### src/rtl/chip_74138n.sv
// Self-running tester for a 74138 3-to-8 decoder: sweeps all 64 address/enable
// vectors, samples the synchronised active-low outputs and records pass/fail.
//
// state  | meaning
// HALTED | idle, results held, waiting for Run
// SET    | one cycle, clears vector counter and results
// TEST   | vector sweep, compare at end of each settle window
// DONE_S | Done asserted until DISP_RSLT
`timescale 1ns/1ps

module chip_74138n #(
  parameter int unsigned SETTLE = 3
) (
  input  logic       Clk,
  input  logic       Reset,
  input  logic       Run,
  input  logic       DISP_RSLT,
  output logic       Pin1,
  output logic       Pin2,
  output logic       Pin3,
  output logic       Pin4,
  output logic       Pin5,
  output logic       Pin6,
  input  logic       Pin15,
  input  logic       Pin14,
  input  logic       Pin13,
  input  logic       Pin12,
  input  logic       Pin11,
  input  logic       Pin10,
  input  logic       Pin9,
  input  logic       Pin7,
  output logic       Done,
  output logic       RSLT,
  output logic [5:0] FailVec,
  output logic [6:0] FailCount
);

  typedef enum logic [1:0] {
    HALTED = 2'd0,
    SET    = 2'd1,
    TEST   = 2'd2,
    DONE_S = 2'd3
  } state_t;

  localparam logic [3:0] SETTLE_C = 4'(SETTLE);
  localparam logic [5:0] V_LAST   = 6'd63;

  state_t      state_q, state_d;
  logic [5:0]  v_q, v_d;
  logic [3:0]  dwell_q, dwell_d;
  logic [5:0]  pins_q, pins_d;
  logic [7:0]  sync1_q, sync2_q;
  logic        rslt_q, rslt_d;
  logic [5:0]  fail_vec_q, fail_vec_d;
  logic [6:0]  fail_count_q, fail_count_d;

  logic [7:0]  y_raw;
  logic [7:0]  y_exp;
  logic        chip_en;
  logic        sample;

  assign y_raw = {Pin7, Pin9, Pin10, Pin11, Pin12, Pin13, Pin14, Pin15};

  // G1=V[5], G2A_n=V[4], G2B_n=V[3], select={C,B,A}=V[2:0]
  always_comb begin
    y_exp   = 8'hFF;
    chip_en = v_q[5] & ~v_q[4] & ~v_q[3];
    if (chip_en) begin
      y_exp[v_q[2:0]] = 1'b0;
    end
  end

  assign sample = (state_q == TEST) && (dwell_q == SETTLE_C);

  always_comb begin
    state_d      = state_q;
    v_d          = v_q;
    dwell_d      = dwell_q;
    rslt_d       = rslt_q;
    fail_vec_d   = fail_vec_q;
    fail_count_d = fail_count_q;
    case (state_q)
      HALTED: begin
        if (Run) begin
          state_d = SET;
        end
      end
      SET: begin
        v_d          = 6'd0;
        dwell_d      = 4'd0;
        rslt_d       = 1'b1;
        fail_vec_d   = 6'd0;
        fail_count_d = 7'd0;
        state_d      = TEST;
      end
      TEST: begin
        if (sample) begin
          if (sync2_q != y_exp) begin
            fail_count_d = fail_count_q + 7'd1;
            if (fail_count_q == 7'd0) begin
              rslt_d     = 1'b0;
              fail_vec_d = v_q;
            end
          end
          if (v_q == V_LAST) begin
            state_d = DONE_S;
          end else begin
            v_d     = v_q + 6'd1;
            dwell_d = 4'd0;
          end
        end else begin
          dwell_d = dwell_q + 4'd1;
        end
      end
      DONE_S: begin
        if (DISP_RSLT) begin
          state_d = HALTED;
        end
      end
      default: state_d = HALTED;
    endcase
    // Pins follow the next vector so the chip sees it from the first Test cycle.
    pins_d = (state_d == TEST) ? v_d : 6'd0;
  end

  always_ff @(posedge Clk) begin
    if (Reset) begin
      state_q      <= HALTED;
      v_q          <= 6'd0;
      dwell_q      <= 4'd0;
      pins_q       <= 6'd0;
      sync1_q      <= 8'd0;
      sync2_q      <= 8'd0;
      rslt_q       <= 1'b0;
      fail_vec_q   <= 6'd0;
      fail_count_q <= 7'd0;
    end else begin
      state_q      <= state_d;
      v_q          <= v_d;
      dwell_q      <= dwell_d;
      pins_q       <= pins_d;
      sync1_q      <= y_raw;
      sync2_q      <= sync1_q;
      rslt_q       <= rslt_d;
      fail_vec_q   <= fail_vec_d;
      fail_count_q <= fail_count_d;
    end
  end

  assign Pin1 = pins_q[0];
  assign Pin2 = pins_q[1];
  assign Pin3 = pins_q[2];
  assign Pin4 = pins_q[4];
  assign Pin5 = pins_q[3];
  assign Pin6 = pins_q[5];

  assign Done = (state_q == DONE_S) || (sample && (v_q == V_LAST));

  assign RSLT      = rslt_q;
  assign FailVec   = fail_vec_q;
  assign FailCount = fail_count_q;

endmodule

### config.mk
export PLATFORM = sky130hd
export DESIGN_NAME = chip_74138n
export DESIGN_NICKNAME = d
export VERILOG_FILES = /design/src/rtl/chip_74138n.sv
export SDC_FILE = /design/constraint.sdc
export NUM_CORES = 1
export LEC_CHECK = 0
export BUFFER_PORTS_ARGS = -buffer_cell sky130_fd_sc_hd__buf_2
export CORE_UTILIZATION = 40
export DETAILED_ROUTE_END_ITERATION = 7
export HOLD_SLACK_MARGIN = 0.05
export PLACE_DENSITY_LB_ADDON = 0.12
export SKIP_CTS_REPAIR_TIMING = 1
export SLEW_MARGIN = 20
export SYNTH_ARGS = -nofsm -noshare
export SYNTH_HDL_FRONTEND = slang
export SYNTH_SLANG_ARGS = --single-unit
export TNS_END_PERCENT = 5
### constraint.sdc
create_clock -name Clk -period 2.6 [get_ports Clk]
set_clock_uncertainty 0.1 [all_clocks]
set_input_delay 0.13 -clock Clk [delete_from_list [all_inputs] [get_ports Clk]]
set_output_delay 0.13 -clock Clk [all_outputs]
set_load 0.05 [all_outputs]
# == Yosys cells after proc, flatten, opt, wreduce, memory -nomap -nowiden ==
# Index checks and enable logic that the tools add are counted.
# classes
n_lt_le_gt_ge,2
n_eq_ne,11
bitwise,6
mux,25
reduce_logical,11
add_sub_neg,3
# ops
cell,count
$mux W6,5
$pmux W6 S2,2
$mux W7,2
$pmux W7 S2,1
$mux W2,4
$mux W4,2
$mux W8,1
$ne A8 B8 Y1,1
$not A8 Y8,1
$pmux W2 S4,1
$pmux W4 S2,1
$add A7 B1 Y7 const B,1
$logic_not A7 Y1,1
$add A6 B1 Y6 const B,1
$eq A2 B2 Y1 const B,3
$eq A6 B6 Y1 const B,1
$add A4 B1 Y4 const B,1
$eq A4 B2 Y1 const B,1
$lt A3 B4 Y1 const B,1
$mux W1,4
$ne A2 B1 Y1 const B,2
$reduce_and A4 Y1,1
$demux W1 S3,1
$ge A3 B1 Y1 const B,1
13 further kinds,18
# word_totals
in_bits,12
output_inout_bits,21
reg_bits,48

# == Depth between registers and ports, before layout ==
# logic_depth
depth_word,10
ltp_mapped,9
ltp_nobuf,8

# == Least setup slack after synthesis ==
# No wires, ideal clock.
# synth_path
path_type,flip-flop to flip-flop
start,register v_q[3]
end,register fail_count_q[1] (netlist: FailCount[1])
t_arrival_ns,2.198
path_slack_ns,0.231
required_ns,2.429
n_path_buf,1
setup_time_ns,0.071
path_stages_with_launch,9
path_cell_list,dfxtp_1 buf_6 or4b_4 o311a_1 nor3_2 a31oi_4 a21oi_2 mux2_1 a21oi_1
# synth_between
elab_chain_len,6
# synth_lines
element,line_no,rtl
start: declaration,49,"logic [5:0] v_q, v_d;"
start signal: assignment,139,v_q <= v_d;
$not A1 Y1,67,chip_en = v_q[5] & ~v_q[4] & ~v_q[3];
$and A1 B1 Y1,67,
$mux W8,68,if (chip_en) begin
$ne A8 B8 Y1,98,if (sync2_q != y_exp) begin
$ne A2 B1 Y1 (no source line),n/a,
$reduce_and A3 Y1 (no source line),n/a,
end signal: assignment,146,fail_count_q <= fail_count_d;
end: declaration,55,"logic [6:0] fail_count_q, fail_count_d;"
# Every way passes these cells.
# A chain may end at the register's enable or synchronous reset.

# == Worst setup path in the final report ==
# layout_path
start,register v_q[3]
end,register fail_vec_q[3] (netlist: FailVec[3])
# layout_between
elab_chain_len,6
elab_cells_between_ends,10
cone_classes,2 x eq/ne; 5 x mux; 2 x bitwise; 1 x reduce/logical
# layout_lines
element,line_no,rtl
$not A1 Y1,67,
$and A1 B1 Y1,67,
$mux W8,68,
$ne A8 B8 Y1,98,
$ne A2 B1 Y1 (no source line),n/a,
$reduce_and A4 Y1 (no source line),n/a,
end signal: assignment,145,fail_vec_q <= fail_vec_d;
end: declaration,54,"logic [5:0] fail_vec_q, fail_vec_d;"
# Several ways; a longest one is shown, not always the timed one. The select of a mux whose other input is x is not followed.

==> out/qor.csv <==
stage,metric,value,unit
grt,first-pass GRT wire length,8510,um
logic_synthesis,post-synth top area share,41.1,%
routing,Post-DRT Antenna Nets,0,
logic_synthesis,sequential share of the synthesized area,41.1,%
final_layout,Syn-to-layout area delta,18.8,%
routing,DRC,0,
logic_synthesis,Synth async-reset ratio,0,%
logic_synthesis,most common cell in the netlist,dfxtp_1,
cts,clock tree root buffer cell,clkbuf_8,
routing,via count,2066,
grt,GRT Total Usage,17.5,%
floorplanning,Rows,27,
logic_synthesis,synth cell count leaders,"dfxtp_1 (48), nand2_1 (43), nor2b_1 (22)",
floorplanning,DIE AREA,0.00616,mm2
sta,endpoints failing hold,0,
sta,worst slew pin tran,0.512,ns
logic_synthesis,ys flop type,dfxtp_1,
grt,vias in the first global route,1763,
grt,global route overflow,0,
worst_setup_path,Critical Path RT,2.69,ns
power_and_ir_drop,leakage,1.04,nW
routing,Routed WL,5060,um
grt,largest net degree at the start of global routing,33,
cts,clk sinks,48,
worst_setup_path,Reg2Reg Setup Slack,0.17,ns
place,Final HPWL DP,3530,um
cts,CTS tree,done,
cts,H-tree levels,2,
cts,"CTS clk-pin slew, worst paths",0.09,ns
sta,Tcrit/Tclk final,93.5,%
worst_setup_path,Startpoint Class,flip-flop,
outcome,status,finished clean,
routing,routed length per placed instance,12.9,um
logic_synthesis,Syn Std Cell Area,0.00234,mm2
logic_synthesis,Synth area leader,dfxtp_1,
logic_synthesis,Cell variety after synth,46,
routing,Vias/cell,5.26,
logic_synthesis,Mean Syn Cell Area,8.38,um2
sta,maximum clock rate,411,MHz
sta,# setup viols final,0,
logic_synthesis,Post-synth EDFFs,0,
routing,TritonRoute pass-1 iters,4,
power_and_ir_drop,VDD IR-drop max,0.331,mV
logic_synthesis,post-synthesis register bit count,48,
final_layout,final core occ,49.8,%
final_layout,share of layout cells above drive strength 1,18.1,%
logic_synthesis,syn_nets,299,
floorplanning,core box area,0.00557,mm2
sta,fin. max-slew vios,0,
min_path,HP Class,input pin to flip-flop,
cts,Max Root-Sink Buffers,2,
floorplanning,Die X,78.5,um
final_layout,antenna cells,0,
worst_setup_path,kind of critical path,flip-flop to flip-flop,
worst_setup_path,Critical Path Sink Type,flip-flop,
cts,cts bufs inserted,5,
floorplanning,initial core utilization,42.0,%
routing,Initial DRC Count,116,
logic_synthesis,yosys warns,0,
cts,"Clk Latency, worst-skew pair",0.30,ns
place,Port-buffer cells,32,
sta,minimum clock period,2.43,ns
sta,RSZ-0062 raised after global routing,false,
power_and_ir_drop,Tot Pwr,0.00168,W
logic_synthesis,top post-synthesis cells by area,"dfxtp_1 (41%), nand2_1 (6.9%), nor2b_1 (5.9%)",
floorplanning,die height,78.5,um
worst_setup_path,worst-path maximum fanout,13,
final_layout,Total Nets Final,340,
power_and_ir_drop,Pwr Density,604,mW/mm2
run,max_cap viols,0,
floorplanning,io pins,33,
sta,Hold WS,0.0710,ns
place,RePlAce Congestion,0.812,
final_layout,Fill cells,567,
grt,antenna violations before repair,0,
worst_setup_path,crit path DAT,2.52,ns
logic_synthesis,Synth Instances,279,
sta,max_slew headroom,65.8,%
sta,setup_tns,0,ns
[cells by family (layout without fill, tap and decap cells)]
| group | Yosys count | in the layout | synth area share, % |
|---|---|---|---|
| simple gates | 142 | 142 | 33.4 |
| buf+inv | 26 | 68 | 5.03 |
| compound gates | 54 | 54 | 15.7 |
| flops | 48 | 48 | 41.1 |
| fa+ha+maj | 8 | 8 | 4.28 |
| mux | 1 | 1 | 0.482 |
[cell type report]
type / count / area (um2) / share of cell area (%)
multi-input combinational: 205 / 1260 / 45.4
timing repair buffer: 49 / 308 / 11.1
inverter: 11 / 41.3 / 1.49
sequential: 48 / 962 / 34.6
clock buffer: 5 / 68.8 / 2.48
clock inverter: 3 / 47.5 / 1.71
tap: 72 / 90.1 / 3.24
[registers in the layout, summed over array words and instances, names as in the netlist]
register,cells
sync1_q,8
sync2_q,8
FailCount,7
FailVec,6
pins_q,6
v_q,6
dwell_q,4
state_q,2
RSLT,1
[through the flow]
step | cell area, um2 | std cells | setup slack, ns
4_1_cts | 2700 | 385 | 0.174
6_report | 2780 | 393 | 0.170
2_1_floorplan | 2340 | 279 | 0.231
3_5_place_dp | 2580 | 377 | 0.186
3_3_place_gp | 2580 | 377 | 0.221
5_1_grt | 2780 | 393 | 0.00654
[report_power, final]
part           switching, W  total (W)  internal, W
Clock              0.000271   0.000561     0.000290
Sequential        0.0000186   0.000782     0.000763
Combinational      0.000235   0.000336     0.000101
[routing by layer]
| metal | vias up | routed length [um] | GRT usage (%) |
|---|---|---|---|
| li1 | 1062 | - | - |
| met1 | 939 | 2550 | 24.5 |
| met2 | 59 | 2230 | 26.8 |
| met3 | 6 | 220 | 3.84 |
| met4 | 0 | 57 | 5.00 |
| met5 | - | 0 | 0 |
[critical path, cell delays in order (launching register included)]
cell and delay, ns:
dfxtp_1 0.32, or4b_4 0.55, o311a_1 0.31, nor3_2 0.24
a31oi_4 0.09, a211oi_4 0.46, nand3b_1 0.17, a21oi_1 0.07
[cell usage in the layout (no fill, tap or decap), drive strengths merged, types with 9 or more instances in the layout]
master,n
nor2b,22
nand2,43
a21oi,22
inv,11
nor3,9
o21ai,9
nor2,18
buf,41
dfxtp,48
[path summary, 6_finish.rpt]
path,from,end,cells after the start
setup / recovery,v_q[3],FailVec[3],7
hold / removal,Reset,state_q[0],2
setup reg to reg,v_q[3],FailVec[3],7
hold reg to reg,sync1_q[0],sync2_q[0],1
Power figures use the tool's default switching activity.
